==> config.mk <==
export PLATFORM = sky130hd
export DESIGN_NAME = dcache_direct_mapped
export DESIGN_NICKNAME = d
export VERILOG_FILES = /design/src/rtl/dcache_direct_mapped.sv
export SDC_FILE = /design/constraint.sdc
export NUM_CORES = 1
export LEC_CHECK = 0
export ABC_AREA = 1
export ABC_CLOCK_PERIOD_IN_PS = 4450
export CAP_MARGIN = 10
export CORE_MARGIN = 8
export CORE_UTILIZATION = 30
export CTS_BUF_LIST = sky130_fd_sc_hd__clkbuf_8
export CTS_CLUSTER_DIAMETER = 30
export CTS_CLUSTER_SIZE = 24
export DETAILED_ROUTE_END_ITERATION = 7
export HOLD_SLACK_MARGIN = 0.05
export PLACE_DENSITY = 0.54
export SETUP_SLACK_MARGIN = 0.3
export SLEW_MARGIN = 25
export SYNTH_ARGS = -nofsm -noshare
export SYNTH_HDL_FRONTEND = slang
export SYNTH_SLANG_ARGS = --single-unit
==> constraint.sdc <==
create_clock -name clk -period 4.45 [get_ports clk]
set_clock_uncertainty 0.1 [all_clocks]
set_input_delay 0.445 -clock clk [delete_from_list [all_inputs] [get_ports clk]]
set_output_delay 0.445 -clock clk [all_outputs]
set_load 0.1 [all_outputs]
==> src/rtl/dcache_direct_mapped.sv <==
// ----------------------------------------------------------------------------
// dcache_direct_mapped
//
// Direct-mapped, write-back, write-allocate data cache between the pipeline's
// MEM stage (CPU side) and a block-wide main memory port.
//
// Optional feature: define DCACHE_STATS_EN to add the hit_cnt / miss_cnt
// saturating statistics outputs.
//
// Ports:
//   clk         in   1    rising-edge clock
//   rst_n       in   1    synchronous active-low reset
//   proc_read   in   1    CPU read request
//   proc_write  in   1    CPU write request (wins over proc_read)
//   proc_addr   in   30   CPU word address {tag, index, word}
//   proc_wdata  in   32   CPU write data
//   proc_stall  out  1    request not yet complete; CPU freezes
//   proc_rdata  out  32   read data, valid on a read with proc_stall low
//   mem_read    out  1    memory block read request
//   mem_write   out  1    memory block write request
//   mem_addr    out  28   memory block address
//   mem_wdata   out  128  block written back
//   mem_ready   in   1    memory finished current request (1-cycle pulse)
//   mem_rdata   in   128  fill block, valid with mem_ready
//   hit_cnt     out  32   (DCACHE_STATS_EN) COMPARE cycles that hit
//   miss_cnt    out  32   (DCACHE_STATS_EN) misses detected
//   state_dbg   out  2    current FSM state (0 COMPARE, 1 WRITEBACK, 2 ALLOCATE)
//
// Handshake: mem_read / mem_write are held high, with mem_addr / mem_wdata
// stable, until mem_ready is sampled high on a rising edge; that edge ends
// the request. mem_ready seen while neither request is high is ignored. The
// CPU side holds proc_* stable for as long as proc_stall is high.
// ----------------------------------------------------------------------------
module dcache_direct_mapped #(
    parameter  int NUM_BLOCKS = 8,
    localparam int IDX_W      = $clog2(NUM_BLOCKS)
) (
    input  logic          clk,
    input  logic          rst_n,
    input  logic          proc_read,
    input  logic          proc_write,
    input  logic [29:0]   proc_addr,
    input  logic [31:0]   proc_wdata,
    output logic          proc_stall,
    output logic [31:0]   proc_rdata,
    output logic          mem_read,
    output logic          mem_write,
    output logic [27:0]   mem_addr,
    output logic [127:0]  mem_wdata,
    input  logic          mem_ready,
    input  logic [127:0]  mem_rdata,
`ifdef DCACHE_STATS_EN
    output logic [31:0]   hit_cnt,
    output logic [31:0]   miss_cnt,
`endif
    output logic [1:0]    state_dbg
);

    localparam int TAG_W = 28 - IDX_W;

    typedef enum logic [1:0] {
        S_COMPARE   = 2'd0,
        S_WRITEBACK = 2'd1,
        S_ALLOCATE  = 2'd2
    } state_t;

    state_t state_q, state_d;

    logic [NUM_BLOCKS-1:0] valid_q;
    logic [NUM_BLOCKS-1:0] dirty_q;
    logic [TAG_W-1:0]      tag_q  [NUM_BLOCKS];
    logic [127:0]          data_q [NUM_BLOCKS];

    logic [IDX_W-1:0] idx;
    logic [TAG_W-1:0] tag;
    logic [1:0]       word_sel;
    logic [127:0]     line;
    logic             req;
    logic             hit;
    logic             miss_evt;
    logic             wb_done;
    logic             fill_done;

    assign idx      = proc_addr[IDX_W+1:2];
    assign tag      = proc_addr[29:IDX_W+2];
    assign word_sel = proc_addr[1:0];
    assign line     = data_q[idx];
    assign req      = proc_read | proc_write;
    assign hit      = (state_q == S_COMPARE) & req & valid_q[idx] & (tag_q[idx] == tag);

    assign wb_done   = (state_q == S_WRITEBACK) & mem_ready;
    assign fill_done = (state_q == S_ALLOCATE) & mem_ready;

    assign state_dbg = state_q;

    // Next state and all outputs. Memory-side outputs are pure functions of
    // the state, so a reset drops them the cycle after it is sampled.
    always_comb begin
        state_d    = state_q;
        proc_stall = 1'b0;
        proc_rdata = 32'd0;
        mem_read   = 1'b0;
        mem_write  = 1'b0;
        mem_addr   = 28'd0;
        mem_wdata  = 128'd0;
        miss_evt   = 1'b0;
        case (state_q)
            S_COMPARE: begin
                if (req) begin
                    if (hit) begin
                        // Simultaneous read+write is a write: no read data.
                        if (!proc_write) begin
                            proc_rdata = line[{word_sel, 5'b0} +: 32];
                        end
                    end else begin
                        proc_stall = 1'b1;
                        miss_evt   = 1'b1;
                        if (valid_q[idx] && dirty_q[idx]) begin
                            state_d = S_WRITEBACK;
                        end else begin
                            state_d = S_ALLOCATE;
                        end
                    end
                end
            end
            S_WRITEBACK: begin
                proc_stall = 1'b1;
                mem_write  = 1'b1;
                mem_addr   = {tag_q[idx], idx};
                mem_wdata  = line;
                if (mem_ready) begin
                    state_d = S_ALLOCATE;
                end
            end
            S_ALLOCATE: begin
                proc_stall = 1'b1;
                mem_read   = 1'b1;
                mem_addr   = proc_addr[29:2];
                if (mem_ready) begin
                    state_d = S_COMPARE;
                end
            end
            default: begin
                state_d = S_COMPARE;
            end
        endcase
    end

    always_ff @(posedge clk) begin
        if (!rst_n) begin
            state_q <= S_COMPARE;
        end else begin
            state_q <= state_d;
        end
    end

    // Line status bits are the only per-line state that needs a reset.
    always_ff @(posedge clk) begin
        if (!rst_n) begin
            valid_q <= '0;
            dirty_q <= '0;
        end else begin
            if (hit && proc_write) begin
                dirty_q[idx] <= 1'b1;
            end
            if (wb_done) begin
                dirty_q[idx] <= 1'b0;
            end
            if (fill_done) begin
                valid_q[idx] <= 1'b1;
                dirty_q[idx] <= 1'b0;
            end
        end
    end

    // Tag and data arrays carry no reset; they are qualified by valid_q.
    always_ff @(posedge clk) begin
        if (rst_n) begin
            if (hit && proc_write) begin
                data_q[idx][{word_sel, 5'b0} +: 32] <= proc_wdata;
            end
            if (fill_done) begin
                data_q[idx] <= mem_rdata;
                tag_q[idx]  <= tag;
            end
        end
    end

`ifdef DCACHE_STATS_EN
    always_ff @(posedge clk) begin
        if (!rst_n) begin
            hit_cnt  <= 32'd0;
            miss_cnt <= 32'd0;
        end else begin
            if (hit && (hit_cnt != 32'hFFFF_FFFF)) begin
                hit_cnt <= hit_cnt + 32'd1;
            end
            // miss_evt is only high in COMPARE, so this counts the
            // COMPARE->WRITEBACK/ALLOCATE edge once per miss.
            if (miss_evt && (miss_cnt != 32'hFFFF_FFFF)) begin
                miss_cnt <= miss_cnt + 32'd1;
            end
        end
    end
`endif

endmodule

# Word-level counts from Yosys, hierarchy flattened
# Memory sizes are Yosys's and may differ from the RTL's.
# Index checks and enable logic that the tools add are counted.
# word_totals
register_bits	18
ram_bits	1224
out_inout_bits	193
elab_cells	325
mem_count	2
# mem_list
name	depth	word_bits	read_ports	rd_ports_with_merged_regs	wr	line_no	source
data_q	8	128	1	0	1	72	logic [127:0] data_q [NUM_BLOCKS];
tag_q	8	25	1	0	1	71	logic [TAG_W-1:0] tag_q [NUM_BLOCKS];
# classes
n_addsub	1
order_cmp	2
eq_ne	7
shifts	3
n_mux	162
n_bitwise	139
n_reduce_logical	6
# ops
op	count
$mux W128	2
$mux W1	140
$or A1 B1 Y1	129
$mux W32	4
$shift A32 B9 Y128 const A	1
$shiftx A128 B8 Y32	1
$shiftx A32 B9 Y128	1
$pmux W28 S2	1
$mux W8	5
$eq A25 B25 Y1	1
$and A8 B8 Y8	2
$or A8 B8 Y8	2
$mux W2	5
$neg A7 Y9	1
$ne A2 B2 Y1 const B	4
$not A8 Y8	1
$bmux W1 S3	2
$pmux W2 S3	1
$and A1 B1 Y1	5
$lt A3 B4 Y1 const B	1
$reduce_and A4 Y1	1
$demux W1 S3	1
$ge A3 B1 Y1 const B	1
$logic_and A1 B1 Y1	3
other kinds (5)	5

# Logic depth before layout (Yosys ltp)
# depth
depth_word	12
ltp_mapped	20
depth_no_buf	17

# Worst setup path after synthesis
# OpenSTA, ideal clock, no wires.
# synth_timing
path_kind	reg2reg
from	register state_q[1] (netlist: state_dbg[1])
to	memory data_q[6][0] (enable)
t_arrival_ns	4.552
t_required_ns	3.918
setup_slack_ns	-0.634
stages_incl_launch_ff	9
path_buffers	3
path_cell_list	dfxtp_1 > ha_1 > clkbuf_1 > nand2_1 > inv_1 > nand2_1 > clkbuf_1 > clkbuf_1 > a21oi_1
# synth_via
elab_chain_cells	9
elab_cells_between_ends	14
classes_between	eq/ne (1); mux (6); bitwise (5); reduce/logical (2)
# synth_rtl
element	line_no	source
start, declared	67	state_t state_q, state_d;
start signal, assigned	153	state_q <= state_d;
$logic_not A2 Y1	89	assign hit = (state_q == S_COMPARE) & req & valid_q[idx] & (tag_q[idx] == tag);
$and A1 B1 Y1 (3 in series)	89	
$logic_and A1 B1 Y1	179	if (hit && proc_write) begin
$mux W1	179	
$mux W1	178	if (rst_n) begin
$mux W128 (implied by the code)	180	data_q[idx][{word_sel, 5'b0} +: 32] <= proc_wdata;
$or A1 B1 Y1 (no line) *	n/a	
end, declared	72	
# Mark *: on every way between the ends. The rest lies on a longest branch, timed or not.

# Worst setup path after layout
# layout_timing
from	memory tag_q[0][11] (netlist bit)
to	output port proc_rdata[5]
# layout_via
elab_chain_cells	6
# layout_rtl
element	line_no	source
start, declared	71	
$mem_v2 Z8 W25	n/a	
$eq A25 B25 Y1	89	
$and A1 B1 Y1	89	
$mux W32	110	if (hit) begin
$mux W32	109	if (req) begin
$mux W32	107	case (state_q)
end, declared	45	output logic [31:0] proc_rdata,
# Every way passes these cells.

==> reports/metrics.csv <==
stage,metric,value,unit
worst_setup_path,CP max stage delay,0.37,ns
global_routing,met2 usage,33.7,%
power_and_ir_drop,Clock power frac,46.4,%
yosys,main combinational cell family by area after synthesis,simple AND/OR/NAND/NOR gates,
floorplan,die area,0.187,mm²
outcome,status,finished clean,
yosys,post-synthesis compound-gate area fraction,10.1,%
timing,count of final max-slew check failures,0,
yosys,simple-gate share of the synthesized area,12.4,%
global_routing,Top Usage Layer GRT,met2,
yosys,Synth Flop Type,edfxtp_1,
yosys,mux contribution to synthesized area,0,%
route,drt drc,0,
worst_setup_path,Crit path required time,3.90,ns
yosys,Synth area leaders,"edfxtp_1 71%, nand2_1 5.9%, inv_1 3.7%",
power_and_ir_drop,Switching Power,7.08,mW
yosys,syn nets,4478,
job,MaxCap Viol Count,0,
placement,placed inst area,0.0638,mm²
cells_and_area,fin util,40.7,%
yosys,async set-or-reset flop fraction in the synthesized netlist,0,%
yosys,"area leader, netlist",edfxtp_1,
worst_setup_path,CP Capture Type,output port,
global_routing,met3 usage,4.06,%
timing,period utilization,90.9,%
worst_setup_path,RR Endpoint,data_q[0][98],
yosys,"Seq/Total Area, Yosys",71.5,%
cts,TritonCTS clock tree,built,
worst_setup_path,worst setup path category,register to output port,
worst_setup_path,CP max stage cell,edfxtp_1,
timing,Slew @ Worst Pin,1.11,ns
global_routing,first-pass GRT wire length,282000,µm
floorplan,I/O pin cnt,388,
cts,CTS buffer count,284,
timing,endpoints failing setup,0,
yosys,Post-synth EDFFs,1224,
yosys,netlist area before placement,0.0519,mm²
global_routing,initial antenna violation count,7,
timing,fmax,247,MHz
route,WL per Instance,26.9,µm
floorplan,Starting Density,30.2,%
timing,final hold vios,0,
worst_setup_path,CP Cell Sequence,inv_1 > nand2_1 > nand3_1 > nand2_1 > o21ai_0 > nand2_1 > nor2_1 > nand2_1 > nor2_1 > nand2_1 > nor2_4 > nand3b_2 > buf_12 > nor2_1 > buf_12,
cells_and_area,layout cell share with drive strength beyond 1,22.4,%
timing,unrepaired setup endpoints after global routing,yes,
yosys,post-synth cell types,39,
placement,Post-DP HPWL,140000,µm
yosys,Ys Warns,0,
worst_setup_path,cells on worst reg2reg path,16,
yosys,"top cells by count, synth","1224 x edfxtp_1, 815 x nand2_1, 505 x inv_1",
power_and_ir_drop,PD cells,411,mW/mm²
worst_setup_path,Worst Path Arrival,3.50,ns
cts,"CTS clk-pin slew, worst paths",0.06,ns
placement,Buffers on Ports,387,
route,post-route ant nets,0,
yosys,Post-Synth XOR/XNOR Area,0,%
cells_and_area,NumNets Final,5213,
cells_and_area,Syn-to-layout area delta,34.6,%
route,Vias,38600,
global_routing,met1 usage,26.5,%
global_routing,GRT Util Overall,20.9,%
power_and_ir_drop,worst ir drop on vdd,0.326,mV
worst_setup_path,crit path launch,tag_q[0][11],
global_routing,largest net degree at the start of global routing,129,
global_routing,grt ovf,0,
timing,Rel. slew slack,25.4,%
worst_setup_path,CP Max Fanout,32,
cells_and_area,design area,0.0699,mm²
route,DR pass1 iterations,6,
cells_and_area,"Cell Count, Final, Fillers Out",7525,
yosys,most common cell in the netlist,edfxtp_1,
yosys,adder-cell share of the synthesized area,0.217,%
placement,GPL Wtd Cong,0.922,
placement,Cells after DPL,7020,
floorplan,row count,152,
worst_setup_path,Critical Path Start Type,register,
timing,min cycle time layout,4.05,ns
power_and_ir_drop,sequential power share,45.2,%
route,final WL,202000,µm
cts,H-tree depth,5,
route,initial drt markers,4027,
cts,CTS max path bufs,4,
floorplan,chip height,432,µm
power_and_ir_drop,Logic pwr share,8.3,%
cts,CTS sink count,1242,
yosys,Yosys top cell area share,70.8,%
yosys,Mean Syn Cell Area,12.1,µm²
worst_setup_path,internal reg-to-reg setup slack,1.08,ns
worst_setup_path,worst flop-to-flop path startpoint,tag_q[0][11],
worst_setup_path,CP endpoint,proc_rdata[5],
floorplan,die extent in x,432,µm
worst_setup_path,"Top cell by count, worst path",nand2_1,
power_and_ir_drop,Power Internal,21.6,mW
floorplan,core box area,0.172,mm²
route,vias per cell,5.13,
power_and_ir_drop,Switching Share,24.7,%
cts,"Clk Latency, worst-skew pair",0.97,ns
min_path,Min-Delay Path Class,input port to register,
yosys,cell count after synthesis,4274,
power_and_ir_drop,static leakage,26.0,nW
cts,Clock Tree Root,clkbuf_8,
yosys,synthesis-stage register bit count,1242,
global_routing,vias in the first global route,37800,
==> per-stage QoR <==
step	power [mW]	setup slack [ns]	TNS, ns	hold slack [ns]
floorplan	14.3	-0.0257	-0.449	0.325
global placement	15.5	-0.0647	-0.0881	0.335
detailed placement	15.6	-0.0523	-0.0523	0.342
CTS	28.9	0.270	0	0.0959
global route	29.6	0.243	0	0.101
finish	28.7	0.403	0	0.153
==> power by group through the flow <==
stage               logic, mW  clock network, mW  registers [mW]
floorplan                1.05                  0            13.2
global route             2.51               14.1            13.0
detailed placement       2.34                  0            13.2
CTS                      2.35               13.5            13.0
finish                   2.40               13.3            13.0
global placement         2.33                  0            13.2
==> layout make-up <==
class / instances / area [µm²]
clock buffers: 288 / 3960
repair buffers: 705 / 9390
diodes: 6 / 15.0
flip-flops and latches: 1242 / 37100
fillers: 16200 / 102000
inverters: 512 / 1970
clock inverters: 198 / 1860
multi-input cells: 2264 / 12600
well taps: 2310 / 2890
==> layout by cell type (no fill, tap or decap), types with 27 or more instances in the layout <==
master,count
o21ai_1,29
inv_1,527
edfxtp_1,1224
a22o_1,166
a21oi_4,32
nand2_1,809
bufinv_16,32
o2bb2ai_1,32
a22oi_1,77
buf_12,285
nand4_1,81
a221oi_1,130
nor2_1,135
o21ai_0,130
nor2_2,120
a21oi_2,36
a21oi_1,87
nand3_1,311
clkinvlp_4,27
buf_4,220
clkinv_1,42
clkinv_2,43
clkdlybuf4s50_1,192
clkbuf_8,288
==> how the worst min path moves through the flow <==
| stage | start | cells after the start | slack (ns) | end |
|---|---|---|---|---|
| after detailed placement | register | 2 | 0.34 | register |
| after CTS | proc_addr[6] | 2 | 0.1 | tag_q[1][1] |
| after global routing | proc_addr[6] | 2 | 0.10 | tag_q[1][1] |
| after global placement | valid_q[1] | 2 | 0.34 | valid_q[1] |
| after floorplan | valid_q[1] | 2 | 0.32 | valid_q[1] |
| final | proc_addr[6] | 2 | 0.15 | tag_q[4][1] |
==> worst max-delay path, delay by kind of cell, from the launching register on <==
| family | cells | cell delay [ns] |
|---|---|---|
| compound gates | 1 | 0.35 |
| buf+inv | 3 | 0.47 |
| flops | 1 | 0.37 |
| simple gates | 11 | 1.32 |
==> state kept, by name (all words and copies together) (netlist names), named ones only <==
signal / cells
data_q: 1024
state_dbg: 2
tag_q: 200
valid_q: 8
==> repair_timing <==
item	4_1_cts	5_1_grt
resized for setup	22	25
setup endpoints to repair	32	32
pin swaps	6	9
hold buffers	0	0
buffers inserted	5	8
==> per-layer routing <==
layer  share of wire [%]  vias to the layer above
li1                    -                    16900
met1                  39                    19400
met4                 6.0                        0
met3                 8.0                      411
met2                  47                     1945
met5                   0                        -
==> kinds of logic after synthesis <==
family          Yosys count
simple gates           1505
flops                  1242
buf+inv                 768
compound gates          750
fa+ha+maj                 9
Power figures use the tool's default switching activity.
